===== config.mk =====
export PLATFORM = sky130hd
export DESIGN_NAME = recovery_sequencer
export DESIGN_NICKNAME = d
export VERILOG_FILES = /design/src/rtl/recovery_sequencer_pkg.sv /design/src/rtl/recovery_sequencer.sv
export SDC_FILE = /design/constraint.sdc
export NUM_CORES = 1
export LEC_CHECK = 0
export ABC_AREA = 1
export CAP_MARGIN = 40
export CELL_PAD_IN_SITES_DETAIL_PLACEMENT = 2
export CELL_PAD_IN_SITES_GLOBAL_PLACEMENT = 2
export CORE_AREA = 2 2 99 101
export CTS_CLUSTER_SIZE = 24
export DETAILED_ROUTE_END_ITERATION = 10
export DIE_AREA = 0 0 101 103
export PLACE_DENSITY = 0.88
export SYNTH_ARGS = -nofsm -noshare
export SYNTH_HDL_FRONTEND = slang
export SYNTH_SLANG_ARGS = --single-unit
export TNS_END_PERCENT = 5

===== constraint.sdc =====
create_clock -name clock -period 4.5 [get_ports clock]
set_input_delay 0.9 -clock clock [delete_from_list [all_inputs] [get_ports clock]]
set_output_delay 0.9 -clock clock [all_outputs]
set_load 0.01 [all_outputs]

===== src/rtl/recovery_sequencer_pkg.sv =====
// Shared types for the mispredict recovery sequencer: address and
// register-index widths, default lane/register counts and the FSM state.
package recovery_sequencer_pkg;

  localparam int COMMIT_WIDTH = 3;
  localparam int ARCH_REG_SZ  = 32;
  localparam int ADDR_W       = 32;
  localparam int REG_IDX_W    = $clog2(ARCH_REG_SZ);

  typedef logic [ADDR_W-1:0]    addr_t;
  typedef logic [REG_IDX_W-1:0] reg_idx_t;

  typedef enum logic [2:0] {
    IDLE,
    FLUSH,
    RESTORE,
    DRAIN,
    REDIRECT
  } recov_state_t;

endpackage


===== src/rtl/recovery_sequencer.sv =====
// Mispredict recovery: squash the ROB, rebuild the map table from the
// architected map N lanes per beat, wait for the pipe to drain, then redirect fetch.
module recovery_sequencer
  import recovery_sequencer_pkg::*;
#(
  parameter int N          = COMMIT_WIDTH,
  parameter int ARCH_COUNT = ARCH_REG_SZ
) (
  input  logic                 clock,
  input  logic                 reset,
  input  logic                 recover_req,
  input  addr_t                recover_target,
  input  logic                 pipe_busy,
  output logic                 stall_front,
  output logic                 rob_flush,
  output logic                 fl_restore,
  output logic     [N-1:0]     mt_restore_en,
  output reg_idx_t [N-1:0]     mt_restore_idx,
  output logic                 redirect_valid,
  output addr_t                redirect_pc,
  output logic                 req_dropped
);

  // Sized to hold ARCH_COUNT+N so the last-beat compare never wraps.
  localparam int BASE_W = $clog2(ARCH_COUNT + N + 1);
  localparam logic [BASE_W-1:0] LANES = BASE_W'(N);
  localparam logic [BASE_W-1:0] LIMIT = BASE_W'(ARCH_COUNT);

  recov_state_t        state_reg;
  logic [BASE_W-1:0]   base_reg;
  addr_t               target_reg;
  logic                stall_reg;
  logic                flush_reg;
  logic                redirect_reg;
  logic     [N-1:0]    en_reg;
  reg_idx_t [N-1:0]    idx_reg;

  logic [BASE_W-1:0]   beat_base_next;
  logic     [N-1:0]    lane_en_next;
  reg_idx_t [N-1:0]    lane_idx_next;
  logic                last_beat;

  // Outputs are registered, so lanes are computed for the beat about to be presented.
  always_comb begin
    beat_base_next = '0;
    if (state_reg == RESTORE) beat_base_next = base_reg + LANES;
  end

  assign last_beat = (base_reg + LANES) >= LIMIT;

  generate
    for (genvar gi = 0; gi < N; gi++) begin : g_lane
      logic [BASE_W-1:0] lane_reg_num;
      assign lane_reg_num      = beat_base_next + BASE_W'(gi);
      assign lane_en_next[gi]  = lane_reg_num < LIMIT;
      assign lane_idx_next[gi] = reg_idx_t'(lane_reg_num);
    end
  endgenerate

  always_ff @(posedge clock) begin
    if (reset) begin
      state_reg    <= IDLE;
      base_reg     <= '0;
      target_reg   <= '0;
      stall_reg    <= 1'b0;
      flush_reg    <= 1'b0;
      redirect_reg <= 1'b0;
      en_reg       <= '0;
      idx_reg      <= '0;
    end else begin
      flush_reg    <= 1'b0;
      redirect_reg <= 1'b0;
      en_reg       <= '0;
      idx_reg      <= '0;
      case (state_reg)
        IDLE: begin
          if (recover_req) begin
            state_reg  <= FLUSH;
            target_reg <= recover_target;
            stall_reg  <= 1'b1;
            flush_reg  <= 1'b1;
          end
        end
        FLUSH: begin
          state_reg <= RESTORE;
          base_reg  <= '0;
          en_reg    <= lane_en_next;
          idx_reg   <= lane_idx_next;
        end
        RESTORE: begin
          if (last_beat) begin
            state_reg <= DRAIN;
            base_reg  <= '0;
          end else begin
            base_reg <= base_reg + LANES;
            en_reg   <= lane_en_next;
            idx_reg  <= lane_idx_next;
          end
        end
        DRAIN: begin
          if (!pipe_busy) begin
            state_reg    <= REDIRECT;
            redirect_reg <= 1'b1;
          end
        end
        REDIRECT: begin
          state_reg <= IDLE;
          stall_reg <= 1'b0;
        end
        default: begin
          state_reg <= IDLE;
          stall_reg <= 1'b0;
        end
      endcase
    end
  end

  always_comb begin
    req_dropped = 1'b0;
    if (recover_req && !reset && state_reg != IDLE) req_dropped = 1'b1;
  end

  assign stall_front    = stall_reg;
  assign rob_flush      = flush_reg;
  assign fl_restore     = flush_reg;
  assign mt_restore_en  = en_reg;
  assign mt_restore_idx = idx_reg;
  assign redirect_valid = redirect_reg;
  assign redirect_pc    = target_reg;

endmodule


======== Word-level counts from Yosys, hierarchy flattened ========
Index checks and enable logic that the tools add are counted.
word-level totals
  bits in registers ....................... 62
  input port bits ......................... 36
  output and inout port bits .............. 55
operators by class
  $lt $le $gt $ge ......................... 4
  equal/unequal tests ..................... 6
  bitwise gates (word level) .............. 3
  add/sub/neg operators ................... 3
  multiplexer cells ....................... 16
  reductions and logical operators ........ 12
operators by type and width
  kind                   number
  $pmux W15 S2           1
  $lt A6 B6 Y1 const B   3
  $mux W15               1
  $add A6 B2 Y6 const B  2
  $mux W3                4
  $mux W6                2
  $pmux W3 S4            1
  $pmux W6 S2            1
  $add A6 B1 Y6 const B  1
  $eq A3 B2 Y1 const B   2
  $ge A6 B6 Y1 const B   1
  $ne A2 B2 Y1 const B   3
  $pmux W3 S2            1
  $mux W1                4
  $reduce_and A2 Y1      2
  $reduce_or A2 Y1       2
  $eq A3 B1 Y1 const B   1
  $logic_not A3 Y1       1
  $not A1 Y1             3
  $reduce_and A3 Y1      1
  $reduce_bool A3 Y1     1
  $reduce_or A3 Y1       1
  $logic_and A1 B1 Y1    2
  $pmux W1 S2            1
  other kinds (2)        2

======== Longest topological paths before layout ========
Gate-level depths: netlist of run 1.
  depth after elaboration ................. 6
  gate-level depth with buffers ........... 12

======== Worst setup path before layout of run 1 ========
Ideal clock, no wire load.
  path kind ............................... input-to-output
  start point ............................. input port recover_req
  end point ............................... output port req_dropped
  path buffers ............................ 1
  data required time ...................... 3600 ps
  data arrival time ....................... 1433 ps
  slack ................................... 2167 ps
  stages on the path ...................... 3
  path through ............................ buf_2 -> inv_1 -> nor3_1
on the way
  longest elaborated chain between the ends .. 3
RTL lines
  item                              line                       text
  start, declared                   recovery_sequencer.sv:11   input logic recover_req,
  $logic_and A1 B1 Y1 (2 in a row)  recovery_sequencer.sv:120  if (recover_req && !reset && state_reg != IDLE) req_dropped = 1'b1;
  $mux W1                           recovery_sequencer.sv:120
  end, declared                     recovery_sequencer.sv:21   output logic req_dropped
Every way passes these cells.

======== Final worst setup path of run 1 ========
Ends and elaborated chain as after synthesis.

==> flow_summary_export.csv, run 1 <==
group,metric,value,unit
run,max_cap_viol_count,0,
clock_network,clockBufferDepth,2,
clock_network,worstSkewPairLatency,0.34,ns
global_route,grt_pass1_vias,2518,
sta,skew,0.00452,ns
power,p_leak,1.36,nW
critical_path,critPathKind,"in -> out",
critical_path,cp.arrival,2.19,ns
final_layout,largest_reg_flops,32,
route,initialDrtViolationCount,33,
critical_path,cp_slowest_stage_delay,0.56,ns
yosys,syn_inst,286,
route,avgViaCountPerCell,4.65,
sta,fin_crit,3.09,ns
final_layout,drive_above_1_share,0.0950,
placement,dp_hpwl,5450,um
sta,slew_headroom,0.706,
final_layout,utilization,0.374,
global_route,grt-ovfl-total,0,
yosys,ys_ff_latch,61,
clock_network,cts_resized,0,
sta,grt_setup_unrepaired,"false",
route,drtPass1Iterations,4,
power,power_density,461,nW/um2
final_layout,diodes,0,
die,design.core.area,9460,um2
yosys,yosysSeqAreaShare,0.516,
yosys,synth.distinct_cells,28,
sta,fmax,323,MHz
route,wirelength,7870,um
clock_network,clk_root_buffer_cell,"clkbuf_8",
global_route,antenna_found_initial,0,
yosys,syn_nets,325,
die,initial_core_util,0.250,
sta,tightest_slew,0.441,ns
die,rows,36,
critical_path,crit_top_cell,"clkdlybuf4s50_1",
critical_path,crit_buf_inv,3,
sta,fin_crit_sh,0.688,
clock_network,clkSinkCount,61,
yosys,yosysWarnings,0,
yosys,netlist_area,2360,um2
global_route,track_usage,0.157,
critical_path,path_cells,"clkdlybuf4s50_1, inv_1, nor3_1, clkdlybuf4s50_1",
critical_path,worst-path-max-fanout,2,
global_route,grt_start_max_net_pins,40,
global_route,grt_pass1_wl,12700,um
hold_path,hp-class,"reg -> reg",
sta,setup_viol,0,
placement,io_buffer_count,90,
critical_path,slowest_stage,"clkdlybuf4s50_1",
status,status,"finished clean",
die,die_area,10400,um2
die,io-pin-count,91,
route,ant_nets,0,
clock_network,clk_pin_slew,0.07,ns
sta,final_hold_viol_count,0,
power,max-vdd-ir-drop,0.000183,V
placement,routabilityCongestion,0.712,
clock_network,post_cts_buffers,0,
clock_network,cts_max_level,3,
clock_network,cts_tree,"built",
sta,drv_slew,0,
die,chipHeight,103,um
final_layout,syn_to_final_growth,49.7,%
route,num_vias,2290,
die,die_w,101,um
route,drc,0,
yosys,avgSynthCellArea,8.27,um2
final_layout,fin_nets,413,
critical_path,path_delay_family,"buffers and inverters",
clock_network,cts_buffers,9,
sta,fin_setup_tns,0,ns
critical_path,cp-end-kind,"primary output",
route,wl_per_cell,16.0,um
critical_path,cp.required,3.60,ns
critical_path,crit_path_start_kind,"input port",
clock_network,cts_hold_buf,0,
cell usage after synthesis:
cell      number  area [um2]
dfxtp_1       61        1220
o22ai_1        5        31.3
clkbuf_1       7        26.3
nor3_1         2        10.0
ha_1           3        37.5
o311ai_0       1        8.76
nand2_2        1        6.26
nand3_1       40         200
nand4_1        2        12.5
a211oi_1       1        7.51
nand3_2        2        20.0
nand2_4        3        33.8
nor4_1         2        12.5
nor2_4         3        33.8
inv_1         22        82.6
nand2_1       49         184
nor2_8         1        20.0
buf_6          4        45.0
o21ai_0        1        5.00
buf_2          3        15.0
nor2_2         1        6.26
inv_2          5        18.8
a21oi_1       38         190
nand3_4        1        17.5
buf_4          2        15.0
o21ai_2        1        8.76
o21ai_1        1        5.00
nor2_1        24        90.1
final timing paths:
kind                                start                            to  slack (ns)  cells after the start
min reg2reg  redirect_pc[10]$_SDFFE_PP0P_  redirect_pc[10]$_SDFFE_PP0P_        0.46                      2
min          redirect_pc[10]$_SDFFE_PP0P_  redirect_pc[10]$_SDFFE_PP0P_        0.46                      2
max reg2reg      base_reg[0]$_SDFFE_PP0P_  mt_restore_idx[9]$_SDFF_PP0_        2.55                     10
max                           recover_req                   req_dropped        1.41                      4
routing by layer:
metal,part of all wire,track usage
met1,0.43,0.170
met2,0.52,0.302
met3,0.040,0.0339
met4,0.012,0.0499
met5,0,0
cell families after synthesis:
logic type,count (synthesis),share of synthesized area
and+or+nand+nor,131,0.274
DFF,61,0.516
AOI/OAI and AO/OA,48,0.108
buffers and inverters,43,0.0857
adders and majority gates,3,0.0159
layout make-up:
type,count,area (um2)
flip-flops and latches,61,1220
fillers,1073,5920
inverters,27,101
clock inverters,3,42.5
multi-input cells,182,941
well taps,114,143
clock buffers,13,169
repair buffers,93,923
through the flow:
step | total power, mW | std cells | area [um2] | setup WS (ns) | hold slack [ns]
2_1_floorplan | 0.929 | 286 | 2360 | 2.17 | 0.431
3_3_place_gp | 1.11 | 477 | 3330 | 1.41 | 0.444
3_5_place_dp | 1.13 | 477 | 3330 | 1.40 | 0.457
4_1_cts | 1.66 | 493 | 3540 | 1.40 | 0.468
5_1_grt | 1.74 | 493 | 3540 | 1.37 | 0.494
6_report | 1.63 | 493 | 3540 | 1.41 | 0.463
tightest hold or removal path: stages, from the launching register on:
cell and delay (ns):
dfxtp_1 0.31, nand2_1 0.06, a21oi_1 0.05
power by group:
| part | switching [mW] | leakage (nW) | internal, mW | total (mW) |
|---|---|---|---|---|
| combinational | 0.267 | 0.761 | 0.203 | 0.470 |
| clock | 0.219 | 0.106 | 0.301 | 0.519 |
| sequential | 0.0374 | 0.498 | 0.605 | 0.642 |
| total | 0.523 | 1.36 | 1.11 | 1.63 |
cell usage in the layout, fill, tap and decap left out, drive strengths merged:
| cell | netlist | final |
|---|---|---|
| buf | 9 | 3 |
| nand4 | 2 | 2 |
| nor2 | 29 | 29 |
| o311ai | 1 | 1 |
| nand2 | 53 | 53 |
| clkinvlp | 0 | 1 |
| a211oi | 1 | 1 |
| nor3 | 2 | 2 |
| nor4 | 2 | 2 |
| o22ai | 5 | 5 |
| o21ai | 3 | 3 |
| nand3 | 43 | 43 |
| a21oi | 38 | 38 |
| inv | 27 | 27 |
| ha | 3 | 3 |
| clkbuf | 7 | 13 |
| clkdlybuf4s50 | 0 | 90 |
| clkinv | 0 | 1 |
| bufinv | 0 | 1 |
| dfxtp | 61 | 61 |
Note: power is estimated with default switching activity, not from simulation.
==> run 2, diff against run 1 <==
- CORE_AREA: 2 2 99 101 -> 2 2 103 105
- DIE_AREA: 0 0 101 103 -> 0 0 105 107
- PLACE_DENSITY: 0.88 -> 0.82
- clock period: 4.5 -> 3 ns (I/O delays scaled with it)
==> run 2 against run 1 <==
Largest cell class unchanged. Sequential share of layout area is 0.47 points lower. Global-route usage down 0.97 points. Largest power group unchanged. Critical path type unchanged. Worst hold slack gained 0.0042 ns. Via count up 0.57%. Sequential cell count is the same. Setup slack worse by 0.96 ns. Routed wire length up 1.1%. Critical path depth unchanged. Clock power increased by 65%. Core utilization shrank 1.9 points. Clock-buffer cell count shrank 2. Final cell count up 4.5%.
==> flow_summary_export.csv, run 2 (same netlist as run 1, synthesis figures left out) <==
group,metric,value,unit
status,status,"finished clean",
clock_network,clk_root_buffer_cell,"clkbuf_8",
route,ant_nets,0,
final_layout,largest_reg_flops,32,
sta,skew,0.0126,ns
critical_path,cp.arrival,1.95,ns
clock_network,post_cts_buffers,0,
placement,dp_hpwl,5660,um
critical_path,cp.required,2.40,ns
power,max-vdd-ir-drop,0.000326,V
global_route,grt_start_max_net_pins,40,
sta,grt_setup_unrepaired,"false",
route,wl_met1,3450,um
critical_path,worst-path-max-fanout,2,
final_layout,final_cell_mix,"90 x clkdlybuf4s50_1, 61 x dfxtp_1, 49 x nand2_1",
die,die_area,11200,um2
critical_path,crit_path_start_kind,"input port",
sta,timing.hold.ws,0.467,ns
global_route,antenna_found_initial,0,
clock_network,cts_resized,0,
sta,tightest_slew,0.438,ns
route,wl_met2,4100,um
critical_path,critPathKind,"in -> out",
final_layout,diodes,0,
route,dr_wl_met3,358,um
die,io-pin-count,91,
clock_network,cts_buffers,9,
die,initial_core_util,0.234,
final_layout,fin_cells,515,
critical_path,cp-end-kind,"primary output",
final_layout,syn_to_final_growth,51.8,%
route,num_vias,2303,
power,power_density,702,nW/um2
placement,routabilityCongestion,0.732,
power,power.total,2.52,mW
sta,fin_setup_tns,0,ns
sta,drv_slew,0,
final_layout,final_common_cell,"clkdlybuf4s50_1",
route,drc,0,
hold_path,hp-class,"reg -> reg",
route,wirelength,7960,um
placement,dp_cells,499,
route,drtPass1Iterations,4,
clock_network,cts_hold_buf,0,
sta,setup_viol,0,
placement,io_buffer_count,90,
run,max_cap_viol_count,0,
sta,slew_headroom,0.708,
final_layout,fin_nets,413,
global_route,grt_pass1_vias,2525,
sta,fin_crit_sh,0.851,
global_route,grt_pass1_wl,13000,um
sta,final_hold_viol_count,0,
clock_network,worstSkewPairLatency,0.34,ns
clock_network,clockBufferDepth,2,
route,wl_per_cell,15.4,um
final_layout,multi_input_area,941,um2
final_layout,seq_area,1220,um2
final_layout,drive_above_1_share,0.0976,
power,p_leak,1.38,nW
global_route,track_usage,0.147,
route,highest_layer,"met4",
die,chipHeight,107,um
critical_path,ff2ff_setup_slack,1.18,ns
route,avgViaCountPerCell,4.47,
clock_network,clkSinkCount,61,
global_route,grt-ovfl-total,0,
route,initialDrtViolationCount,40,
sta,fmax,392,MHz
die,die_w,105,um
clock_network,clk_pin_slew,0.07,ns
sta,fin_crit,2.55,ns
clock_network,cts_max_level,3,
final_layout,num-fill-cells,1162,
clock_network,cts_tree,"built",
die,design.core.area,10100,um2
die,rows,37,
## run 2: cell count changes in the layout (fill, tap and decap cells not counted), sizes merged
cell | before | now
bufinv | 1 | 2
clkbuf | 13 | 11
inv | 27 | 28
## run 2: metal layers
layer / vias to the layer above / track usage
li1: 1112 / -
met1: 1116 / 0.165
met2: 69 / 0.269
met3: 6 / 0.0419
met4: 0 / 0.0429
met5: - / 0
## run 2: cell type report
| cell class | count | share of cell area |
|---|---|---|
| repair buffers | 93 | 0.257 |
| clock inverters | 5 | 0.0227 |
| inverters | 27 | 0.0282 |
| multi-input cells | 182 | 0.262 |
| flip-flops and latches | 61 | 0.340 |
| well taps | 136 | 0.0474 |
| clock buffers | 11 | 0.0422 |
## run 2: worst paths after layout
kind                                    to                    startpoint  depth (start not counted)
max                            req_dropped                   recover_req                          4
min           redirect_pc[13]$_SDFFE_PP0P_  redirect_pc[13]$_SDFFE_PP0P_                          2
max reg2reg  mt_restore_idx[13]$_SDFF_PP0_      base_reg[0]$_SDFFE_PP0P_                         11
min reg2reg   redirect_pc[13]$_SDFFE_PP0P_  redirect_pc[13]$_SDFFE_PP0P_                          2
## run 2: metrics by stage
stage          utilization  worst slack (ns)  cell area (um2)
2_1_floorplan            -              1.27             2360
3_3_place_gp         0.333             0.529             3360
3_5_place_dp         0.333             0.425             3360
4_1_cts              0.356             0.421             3590
5_1_grt              0.356             0.356             3590
6_report             0.356             0.446             3590
## run 2: report_power, final
part,total (mW),internal [mW],switching [mW]
combinational,0.700,0.304,0.396
sequential,0.964,0.907,0.0571
clock,0.855,0.515,0.340
## run 2: critical path, cell delays in order
cell             delay [ns]
clkdlybuf4s50_1        0.50
inv_1                  0.06
nor3_1                 0.22
clkdlybuf4s50_1        0.57
==> run 3, diff against run 2 <==
==> constraint.sdc (replaced) <==
create_clock -name clock -period 3 [get_ports clock]
set_input_delay 0.75 -clock clock [delete_from_list [all_inputs] [get_ports clock]]
set_output_delay 0.75 -clock clock [all_outputs]
set_load 0.01 [all_outputs]
==> run 3 against run 2 <==
Highest routed layer unchanged. Clock-buffer cell count is the same. Cell area fell by 1.2%. Critical path type unchanged. Routed wire length fell by 2.5%. Global-route usage down 0.30 points.
==> flow_summary_export.csv, run 3 (same netlist as run 1, synthesis figures left out) <==
group,metric,value,unit
status,status,"finished clean",
route,num_vias,2240,
critical_path,crit_top_cell,"clkdlybuf4s50_1",
route,drtPass1Iterations,4,
route,drc,0,
critical_path,cp.arrival,2.06,ns
final_layout,stdcell_area,3550,um2
die,die_w,105,um
global_route,grt_pass1_wl,12700,um
critical_path,worst-path-max-fanout,2,
global_route,top_usage_layer,"met2",
sta,tightest_slew,0.437,ns
critical_path,crit_buf_inv,3,
clock_network,clk_pin_slew,0.07,ns
die,rows,37,
final_layout,largest_reg_flops,32,
die,die_area,11200,um2
sta,timing.hold.ws,0.464,ns
power,p_leak,1.36,nW
sta,fin_crit_sh,0.935,
clock_network,cts_tree,"built",
global_route,grt_pass1_vias,2492,
sta,fmax,356,MHz
final_layout,drive_above_1_share,0.0950,
die,io-pin-count,91,
sta,fin_setup_tns,0,ns
die,design.core.area,10100,um2
final_layout,final_common_cell,"clkdlybuf4s50_1",
global_route,use_met1,0.166,
run,max_cap_viol_count,0,
final_layout,final_cell_mix,"90 x clkdlybuf4s50_1, 61 x dfxtp_1, 49 x nand2_1",
clock_network,cts_max_level,3,
route,initialDrtViolationCount,63,
critical_path,cp_slowest_stage_delay,0.56,ns
sta,grt_setup_unrepaired,"false",
critical_path,cp.required,2.25,ns
route,avgViaCountPerCell,4.35,
route,wirelength,7760,um
clock_network,cts_buffers,9,
final_layout,diodes,0,
clock_network,clk_root_buffer_cell,"clkbuf_8",
clock_network,clockBufferDepth,2,
placement,placed_cell_area,3360,um2
clock_network,worstSkewPairLatency,0.34,ns
die,initial_core_util,0.234,
clock_network,post_cts_buffers,0,
sta,drv_slew,0,
sta,skew,0.00785,ns
critical_path,slowest_stage,"clkdlybuf4s50_1",
power,power_density,670,nW/um2
final_layout,num-fill-cells,1192,
placement,routabilityCongestion,0.733,
critical_path,cp-end-kind,"primary output",
critical_path,critPathKind,"in -> out",
sta,slew_headroom,0.709,
sta,final_hold_viol_count,0,
global_route,track_usage,0.144,
placement,io_buffer_count,90,
global_route,antenna_found_initial,0,
hold_path,hp-class,"reg -> reg",
route,ant_nets,0,
clock_network,cts_resized,0,
placement,dp_hpwl,5470,um
global_route,grt_start_max_net_pins,40,
global_route,globalRouteMet3Util,0.0371,
clock_network,cts_hold_buf,0,
sta,fin_crit,2.81,ns
final_layout,fin_nets,413,
critical_path,path_cells,"clkdlybuf4s50_1, inv_1, nor3_1, clkdlybuf4s50_1",
route,wl_per_cell,15.1,um
global_route,grt-ovfl-total,0,
clock_network,clkSinkCount,61,
global_route,met2_usage,0.257,
critical_path,path_delay_family,"buffers and inverters",
die,chipHeight,107,um
sta,setup_viol,0,
power,max-vdd-ir-drop,0.000305,V
critical_path,crit_path_start_kind,"input port",
final_layout,syn_to_final_growth,50.1,%
==> run 3: cell types whose count changed in the layout (fill, tap and decap cells not counted) <==
cell        change
bufinv_16       -1
clkbuf_1        +1
clkbuf_8        -1
clkinv_2        +3
clkinvlp_4      -1
inv_6           -1
==> run 3: layout make-up <==
| cell class | count | area, um2 | area share |
|---|---|---|---|
| clock buffers | 11 | 141 | 0.0398 |
| clock inverters | 5 | 50.0 | 0.0141 |
| inverters | 27 | 101 | 0.0286 |
| multi-input cells | 182 | 941 | 0.265 |
| flip-flops and latches | 61 | 1220 | 0.344 |
| well taps | 136 | 170 | 0.0480 |
| repair buffers | 93 | 923 | 0.260 |
==> run 3: layer usage <==
layer / part of all wire / wire length (um) / vias up
met4: 0.012 / 95 / 0
met3: 0.042 / 325 / 9
met1: 0.45 / 3510 / 1052
met2: 0.49 / 3820 / 66
li1: - / - / 1113
met5: 0 / 0 / -
==> run 3: path summary, 6_finish.rpt <==
path              slack [ns]                         start                      endpoint  cells past startpoint
setup reg to reg        1.14      base_reg[0]$_SDFFE_PP0P_  mt_restore_idx[8]$_SDFF_PP0_                     10
setup / recovery        0.19                   recover_req                   req_dropped                      4
hold / removal          0.46  redirect_pc[12]$_SDFFE_PP0P_  redirect_pc[12]$_SDFFE_PP0P_                      2
hold reg to reg         0.46  redirect_pc[12]$_SDFFE_PP0P_  redirect_pc[12]$_SDFFE_PP0P_                      2
==> run 3: stage by stage <==
stage	std cells	utilization	setup WS, ns	total power [mW]
CTS	515	0.352	0.187	2.44
global route	515	0.352	0.152	2.54
finish	515	0.352	0.195	2.38
detailed placement	499	0.333	0.191	1.69
floorplan	286	-	0.967	1.39
global placement	499	0.333	0.225	1.66
==> run 3: power breakdown <==
group	switching, mW	internal, mW
clock	0.322	0.401
sequential	0.0574	0.907
combinational	0.388	0.303
==> run 3: worst min-delay path, cell delays in order, from the launching register on <==
cell	delay [ns]
dfxtp_1	0.31
nand2_1	0.06
a21oi_1	0.05
==> patch, RTL diff (settings of run 3) <==
Change the package constant `ADDR_W` from 32 to 24.
--- a/src/rtl/recovery_sequencer_pkg.sv
+++ b/src/rtl/recovery_sequencer_pkg.sv
@@ -4,7 +4,7 @@
 
   localparam int COMMIT_WIDTH = 3;
   localparam int ARCH_REG_SZ  = 32;
-  localparam int ADDR_W       = 32;
+  localparam int ADDR_W       = 24;
   localparam int REG_IDX_W    = $clog2(ARCH_REG_SZ);
 
   typedef logic [ADDR_W-1:0]    addr_t;
Ports: changed (resized recover_target and redirect_pc); port bits go from 91 to 75. The function was not compared with the original's and may differ.
==> patch against run 3 <==
- synthesized area fell by 11%
- worst setup slack got worse by 54 ps
- power down 18%
- combinational power down 10%
- first-iteration DRC count is 16% lower
- worst hold slack gained 3.8 ps
- sequential cell count decreased by 8
- non-clock buffer count is 16 lower
- final area down 14%
- routed wire length shrank 12%
==> patch: results (changes against run 3) <==
- Outcome: finished clean (unchanged)
- Mapped Nets: 280 (was 325)
- Total GRT Usage: 12.91% (was 14.40%)
- Peak supply drop: 0.2106 mV (was 0.3053 mV)
- Layout cells sized above 1: 11.80% (was 9.499%)
- Synth top area cells: dfxtp_1, nand2_1, a21oi_1 (was dfxtp_1, nand3_1, a21oi_1)
- Synth top cells by count: dfxtp_1, nand2_1, a21oi_1, inv_1, nor2_1 (was dfxtp_1, nand2_1, nand3_1, a21oi_1, nor2_1)
- Crit. Startpoint: recover_req (unchanged)
- P_leak: 1.124 nW (was 1.362 nW)
- Post-Synth XOR/XNOR Area: 1.246% (was 0%)
- Routed WL: 6.847 mm (was 7.755 mm)
- Clock transition at the registers of the reported paths: 100 ps (was 70 ps)
- CTS resizes: 0 (unchanged)
- Relative slew slack: 75.53% (was 70.86%)
- Switching power total: 637.7 uW (was 766.9 uW)
- CTS max path bufs: 2 (unchanged)
- Setup violations, final: 0 (unchanged)
- Vias in the first global route: 2261 (was 2492)
- Hold Path Depth: 2 (unchanged)
- Clock Tree Root: clkbuf_8 (unchanged)
- Adder-cell share of the synthesized area: 1.780% (was 1.587%)
- CTS H-Tree Depth: 2 (was 3)
- Worst flop-to-flop path endpoint: mt_restore_idx[13]$_SDFF_PP0_ (was mt_restore_idx[8]$_SDFF_PP0_)
- Post-CTS Setup Inserts: 0 (unchanged)
- Fin Hold WS: 468.0 ps (was 464.2 ps)
- Multiplexer share of the synthesized area: 0% (unchanged)
- Met2 Track Usage GR: 24.03% (was 25.70%)
- Worst Path Arrival: 2110 ps (was 2060 ps)
- Worst reg2reg path depth: 9 (was 10)
- Num CTS Buffers: 5 (was 9)
- CP Capture Point: req_dropped (unchanged)
- Hold crit path type: register to register (unchanged)
- Worst Hold End: redirect_pc[10]$_SDFFE_PP0P_ (was redirect_pc[12]$_SDFFE_PP0P_)
- Complex-gate fraction of the synthesized area: 9.496% (was 10.85%)
- Fillcell total: 1189 (was 1192)
- GR Util met1: 14.65% (was 16.64%)
- R2R Setup Slk: 1240 ps (was 1140 ps)
- Max FFs per register: 24 (was 32)
- Post-synth ARST share: 0% (unchanged)
- Hold_sp: redirect_pc[10]$_SDFFE_PP0P_ (was redirect_pc[12]$_SDFFE_PP0P_)
- Synth unique cells: 27 (was 28)
- Sequential area share after synthesis: 50.33% (was 51.64%)
- Detailed placement HPWL: 5.136 mm (was 5.466 mm)
- Largest net degree at the start of global routing: 32 (was 40)
- Crit path max fanout: 2 (unchanged)
- Final Skew: 8.804 ps (was 7.848 ps)
- I/O Buffers: 74 (was 90)
- Vias per Instance: 4.266 (was 4.350)
- Met3 global-route usage: 3.222% (was 3.708%)
- First-pass GRT wire length: 11.56 mm (was 12.66 mm)
- First DRT Iteration DRCs: 53 (was 63)
- Fin nets: 352 (was 413)
- GP Congestion: 0.7848 (was 0.7327)
- Clock Latency Late Sink: 310 ps (was 340 ps)
-- patch: cell count changes in the layout (fill, tap and decap cells not counted), sizes merged, moves of 3 or more --
cell           delta
a21oi             -8
clkbuf            -4
clkdlybuf4s50    -16
clkinv            -4
dfxtp             -8
nand2             -5
nand3            -12
nor2              -4
nor3              +3
-- patch: per-layer routing --
layer / wire, um / up-vias
li1: - / 948
met1: 2869 / 934
met2: 3520 / 61
met3: 352 / 11
met4: 104 / 0
met5: 0 / -
-- patch: final cells by class --
class / count / area, sq um / area share, %
multi-input combinational: 158 / 860.8 / 28.05
inverter: 26 / 97.59 / 3.180
clock buffer: 7 / 86.33 / 2.813
sequential: 53 / 1061 / 34.57
clock inverter: 1 / 30.03 / 0.9784
tap: 136 / 170.2 / 5.544
timing repair buffer: 77 / 763.2 / 24.87
-- patch: stage by stage --
step	cell area [sq um]	setup WS [ps]	cells	power, mW
2_1_floorplan	2108	951.2	249	1.221
3_3_place_gp	2953	222.0	450	1.451
3_5_place_dp	2953	133.3	450	1.481
4_1_cts	3069	132.6	458	2.001
5_1_grt	3069	82.19	458	2.095
6_report	3069	141.3	458	1.961
-- patch: critical path, cell delays in order --
cell and delay [ps]:
clkdlybuf4s50_1 480, inv_1 80, nor3_1 220, clkdlybuf4s50_1 570
-- patch: power by group through the flow --
stage                     combinational [mW]  clock [mW]  sequential, mW
after detailed placement               0.628           0           0.853
final                                  0.619       0.507           0.835
after floorplan                        0.344           0           0.876
after global routing                   0.694       0.554           0.846
after global placement                 0.603           0           0.848
after CTS                              0.635       0.529           0.838
